## src/rtl/iob_pulse_train_gen.sv

```systemverilog
`default_nettype none
// +----------------------------------------------------------------------------+
// | Module   : iob_pulse_train_gen                                              |
// | Brief    : Multi-channel programmable pulse-train generator. Each channel   |
// |            emits a single pulse or a train of pulses with programmable      |
// |            start delay, high duration, period and pulse count.              |
// | Revision : 1.0 - initial release                                            |
// +----------------------------------------------------------------------------+
module iob_pulse_train_gen #(
   parameter int  N_CH   = 4,
   parameter int  CNT_W  = 16,
   parameter int  PCNT_W = 8,
   localparam int CH_W   = (N_CH == 1) ? 1 : $clog2(N_CH)
) (
   input  logic              clk,
   input  logic              rst_n,
   input  logic              cfg_we,
   input  logic [CH_W-1:0]   cfg_ch,
   input  logic [CNT_W-1:0]  cfg_start,
   input  logic [CNT_W-1:0]  cfg_duration,
   input  logic [CNT_W-1:0]  cfg_period,
   input  logic [PCNT_W-1:0] cfg_count,
   input  logic              cfg_repeat,
   input  logic [N_CH-1:0]   en,
   input  logic [N_CH-1:0]   restart,
   output logic [N_CH-1:0]   pulse_out,
   output logic [N_CH-1:0]   busy,
   output logic [N_CH-1:0]   done
);

   typedef enum logic [1:0] {
      S_IDLE  = 2'd0,
      S_DELAY = 2'd1,
      S_HIGH  = 2'd2,
      S_LOW   = 2'd3
   } state_e;

   typedef struct packed {
      logic [CNT_W-1:0]  start;
      logic [CNT_W-1:0]  dur;
      logic [CNT_W-1:0]  period;
      logic [PCNT_W-1:0] count;
      logic              rep;
   } cfg_t;

   cfg_t wr_val;
   assign wr_val = '{cfg_start, cfg_duration, cfg_period, cfg_count, cfg_repeat};

   for (genvar i = 0; i < N_CH; i++) begin : g_ch
      cfg_t              act_q;      // programmed configuration
      cfg_t              sh_q, sh_d; // configuration of the running train
      state_e            state_q, state_d;
      logic [CNT_W-1:0]  cnt_q, cnt_d;
      logic [PCNT_W-1:0] pcnt_q, pcnt_d;
      logic [CNT_W-1:0]  gap;
      logic              wr_hit;
      logic              do_rise, do_fall, last, done_d;
      logic              pulse_q, busy_q, done_q;

      // Out-of-range channel numbers never match, so such writes are dropped.
      assign wr_hit = cfg_we && (cfg_ch == CH_W'(i));

      // Length of the low gap between pulses; zero when pulses abut.
      assign gap = (sh_q.period > sh_q.dur) ? (sh_q.period - sh_q.dur) : '0;

      // Active configuration register, written by the config port.
      always_ff @(posedge clk or negedge rst_n) begin
         if (!rst_n) begin
            act_q <= '0;
         end else if (wr_hit) begin
            act_q <= wr_val;
         end
      end

      // Next-state logic: a rise starts a pulse, a fall ends one. A
      // zero-width pulse rises and falls on the same edge.
      always_comb begin
         sh_d    = sh_q;
         state_d = state_q;
         cnt_d   = cnt_q;
         pcnt_d  = pcnt_q;
         done_d  = 1'b0;
         do_rise = 1'b0;
         do_fall = 1'b0;
         last    = 1'b0;
         if (!en[i]) begin
            state_d = S_IDLE;
         end else if (restart[i]) begin
            // A same-cycle write is visible to the new train.
            sh_d   = wr_hit ? wr_val : act_q;
            cnt_d  = CNT_W'(1);
            pcnt_d = '0;
            if (sh_d.start == '0) begin
               do_rise = 1'b1;
            end else begin
               state_d = S_DELAY;
            end
         end else begin
            case (state_q)
               S_DELAY: begin
                  if (cnt_q == sh_q.start) do_rise = 1'b1;
                  else                     cnt_d   = cnt_q + CNT_W'(1);
               end
               S_HIGH: begin
                  if (cnt_q == sh_q.dur) do_fall = 1'b1;
                  else                   cnt_d   = cnt_q + CNT_W'(1);
               end
               S_LOW: begin
                  if (cnt_q >= gap) do_rise = 1'b1;
                  else              cnt_d   = cnt_q + CNT_W'(1);
               end
               default: begin
                  state_d = S_IDLE;
               end
            endcase
         end

         if (do_rise) begin
            if (sh_d.dur != '0) begin
               state_d = S_HIGH;
               cnt_d   = CNT_W'(1);
            end else begin
               do_fall = 1'b1;
            end
         end

         if (do_fall) begin
            last   = !sh_d.rep ||
                     ((sh_d.count != '0) && ((pcnt_d + PCNT_W'(1)) == sh_d.count));
            pcnt_d = pcnt_d + PCNT_W'(1);
            cnt_d  = CNT_W'(1);
            if (last) begin
               state_d = S_IDLE;
               done_d  = 1'b1;
            end else if ((sh_d.period > sh_d.dur) || (sh_d.dur == '0)) begin
               state_d = S_LOW;
            end else begin
               state_d = S_HIGH;
            end
         end
      end

      // State, counters and registered outputs.
      always_ff @(posedge clk or negedge rst_n) begin
         if (!rst_n) begin
            sh_q    <= '0;
            state_q <= S_IDLE;
            cnt_q   <= '0;
            pcnt_q  <= '0;
            pulse_q <= 1'b0;
            busy_q  <= 1'b0;
            done_q  <= 1'b0;
         end else begin
            sh_q    <= sh_d;
            state_q <= state_d;
            cnt_q   <= cnt_d;
            pcnt_q  <= pcnt_d;
            pulse_q <= (state_d == S_HIGH);
            busy_q  <= (state_d != S_IDLE);
            done_q  <= done_d;
         end
      end

      assign pulse_out[i] = pulse_q;
      assign busy[i]      = busy_q;
      assign done[i]      = done_q;
   end

endmodule
`default_nettype wire
```

## config.mk

```make
export PLATFORM = sky130hd
export DESIGN_NAME = iob_pulse_train_gen
export DESIGN_NICKNAME = d
export VERILOG_FILES = /design/src/rtl/iob_pulse_train_gen.sv
export SDC_FILE = /design/constraint.sdc
export NUM_CORES = 2
export LEC_CHECK = 0
export CORE_ASPECT_RATIO = 0.8
export CORE_UTILIZATION = 55
export CTS_BUF_LIST = sky130_fd_sc_hd__clkbuf_16
export CTS_CLUSTER_SIZE = 12
export DETAILED_ROUTE_END_ITERATION = 7
export GPL_ROUTABILITY_DRIVEN = 1
export PLACE_DENSITY = 0.69
export SLEW_MARGIN = 20
export SYNTH_ARGS = -nofsm -noshare
export SYNTH_HDL_FRONTEND = slang
export SYNTH_SLANG_ARGS = --single-unit
```

## constraint.sdc

```tcl
create_clock -name clk -period 7.11 [get_ports clk]
set_input_delay 1.422 -clock clk [delete_from_list [all_inputs] [get_ports clk]]
set_output_delay 1.422 -clock clk [all_outputs]
set_load 0.02 [all_outputs]
```

==> results.md <==
- Final Cycle Share: between 70 and 80%
- Initial Utilization: 55.7%
- Status: completed
- Syn Std Cell Area: about 33,000 sq um
- Clock Latency Late Sink: 0.63 ns
- LEAKAGE: 18.2 nW
- Worst Path Max Fanout: 17
- Antenna violations before repair: 1
- Core box area: 59,800 sq um
- GR Overflow Total: 0
- Post-route worst setup slack: 1.43 ns
- Routability Congestion: 0.911
- Post_cts resized: 0
- Cell variety after synth: 93
- Fmax: roughly 0.18 GHz
- Hold buffer count at cts: 0
- Setup bufs post-CTS: 0
- Non-filler instance count after layout: about 4,600
- Setup Crit Path Kind: reg2reg
- Min-delay src: g_ch[2].act_q[15]
- Synthesized area per cell: 8.75 sq um
- Port buffer count: 81
- WL final: 95,100 um
- Reg2Reg Setup Slack: 1.43 ns
- First-pass GRT wire length: 149,000 um
- Fin crit period: 5.68 ns
- DR DRC count: 0
- Power density cells: 284 nW/um^2
- DP HPWL: 68,400 um
- Setup TNS: 0 ns
- Critical Path RT: 7.64 ns
- CP Capture Type: flip-flop
- Final setup fails: 0
- Clock sink count: approximately 570
- Layout cells sized above 1: 5.25%
- Rows: 80
- Syn nets: 4,080
- Global Route Usage Sum: between 30% and 40%
- DR vias/cell: 5.84
- Mapped Cells: around 3,800
- DP Worst Slack: around 1.1 ns
- Largest net degree at the start of global routing: 151
- Hold Crit Class: reg2reg
- Worst Reg-to-Reg Cells: 21
- Area grow syn2layout: 8.96%
- Max_slew headroom: around 30%
- Leading cell type in the layout, fill and taps excluded: nand2_1
- Highest-count cells in the layout ignoring fill and taps: nand2_1, dfrtp_1, inv_1
- Register area share after synthesis: 43.0%
- # nets final: 4,074
- Clock Skew: approximately 0.026 ns
- Initial DRC Count: 2,735
- Hold endpoint: g_ch[2].act_q[15]
- Hold slack: ~0.48 ns
- CTS max path bufs: 3
- Placed cells: 4,520
- Ports: between 80 and 90
- Vias in the first global route: around 25,000
- Worst r2r src: g_ch[2].sh_q[9]
- Clock root buffer: clkbuf_16
- Final Max Slew Viols: 0
- Die footprint: a little over 60,000 sq um
- Power Total: 10.3 mW
- WHS Path Cells: 2
- MaxCap Viol Count: 0
- Via count: 26,900
- Ys async rst share: between 90% and 100%
- 1st-pass router iterations: 5
- Final antenna-violating net count: 0
- Clk pin slew, worst setup/hold paths: 0.06 ns
- Wire per inst: around 21 um
- TritonCTS Buffers: 57
- Worst Setup Start Kind: flip-flop
- Die Wd: 277 um
- CTS tree: done
- Final Hold Vio Count: 0
- VDD IR-drop max: roughly 180 uV
- RSZ-0062 raised after global routing: no
- Synthesized flop and latch total: 572
- Die Ht: 222 um
- Worst r2r dst: g_ch[2].busy_q
- YS warnings: 0
- Number of synthesized flops with an enable pin: 0
- WP data arrival: ~6.2 ns
- Synth Flop Type: dfrtp_1
- CTS H-tree depth: 2
- Actual slew at the worst max-slew pin: 1.05 ns
[critical path, cell delays in order (launching register included)]
cell and delay (ns):
dfrtp_1 0.38, inv_1 0.06, ha_1 0.17, inv_1 0.06
fa_1 0.39, a21o_1 0.17, a21oi_1 0.22, o21ai_0 0.14
a2111oi_1 0.81, nor3_1 0.12, o21a_1 0.39, nand2b_1 0.14
mux2_2 0.15, ha_1 0.24, a2111oi_0 0.41, o21ai_0 0.15
o221ai_1 0.35, nand4b_1 0.23, a41oi_2 0.59, nand2b_1 0.20
inv_1 0.07, o211ai_1 0.16
[report_power, final]
part           leakage, nW  total [mW]  switching, mW  internal [mW]
combinational         10.1        3.26           1.89           1.37
sequential            7.24        4.22          0.469           3.75
clock                0.867        2.82           1.28           1.54
total                 18.2        10.3           3.64           6.67
[per-stage QoR]
stage,utilization (%),cell area (sq um)
after floorplan,-,33300
final,60.7,36300
after global routing,60.7,36300
after CTS,60.7,36300
after global placement,57.9,34600
after detailed placement,57.9,34600
[flip-flops by register name, summed over array words and instances, names as in the netlist]
name          flops
g_ch.cnt_q       64
g_ch.sh_q       228
g_ch.done_q       4
g_ch.state_q      8
g_ch.pcnt_q      32
g_ch.busy_q       4
g_ch.act_q      228
g_ch.pulse_q      4
[Yosys cell counts (46+ instances only)]
cell type,instances,area [sq um]
a21o_1,58,435
a21oi_1,141,706
clkbuf_1,120,450
dfrtp_1,572,14300
ha_1,200,2500
inv_1,256,961
mux2_2,46,518
mux2i_1,73,731
nand2_1,1020,3830
nand3_1,103,515
nand4_1,76,475
nor2_1,151,567
nor3_1,55,275
nor4_1,80,500
o21a_1,53,398
o21ai_0,84,420
xnor2_1,147,1290
xor2_1,107,937
[worst max path at each step]
| stage | endpoint | startpoint | depth (start not counted) | slack (ns) |
|---|---|---|---|---|
| after CTS | g_ch[2].busy_q | g_ch[2].sh_q[9] | 21 | 1.02 |
| after floorplan | g_ch[0].busy_q | restart[0] | 17 | 1.96 |
| after global routing | g_ch[3].cnt_q[9] | g_ch[3].sh_q[25] | 20 | 1.04 |
| final | g_ch[2].busy_q | g_ch[2].sh_q[9] | 21 | 1.43 |
| after global placement | g_ch[2].pcnt_q[1] | g_ch[2].sh_q[9] | 19 | 1.20 |
| after detailed placement | g_ch[2].pcnt_q[1] | g_ch[2].sh_q[9] | 19 | 1.07 |
[logic make-up (layout without fill, tap and decap cells)]
logic type | after synthesis | after routing | share of synthesized area [%]
other | 0 | 1 | 0
buffers and inverters | 436 | 461 | 5.24
AND/OR/NAND/NOR | 1700 | 1700 | 23.0
flip-flops | 572 | 572 | 43.0
XOR/XNOR | 256 | 256 | 6.81
AO/OA/AOI/OAI | 513 | 513 | 10.2
multiplexers | 125 | 125 | 4.00
adder cells (fa/ha/maj) | 204 | 204 | 7.75
[cell type report]
type	count	area, sq um
Sequential cell	572	14300
Tap cell	779	975
Inverter	258	968
Multi-Input combinational cell	2798	17300
Clock inverter	31	178
Antenna cell	1	2.50
Timing Repair Buffer	113	1090
Clock buffer	59	1480
Fill cell	5179	23500
[metal layers]
metal | share of wire, % | track usage, %
met1 | 48 | 48.3
met2 | 40 | 42.4
met3 | 8.6 | 7.17
met4 | 3.2 | 9.57
met5 | 0 | 0
No activity file was read; power rests on OpenSTA's default activity.
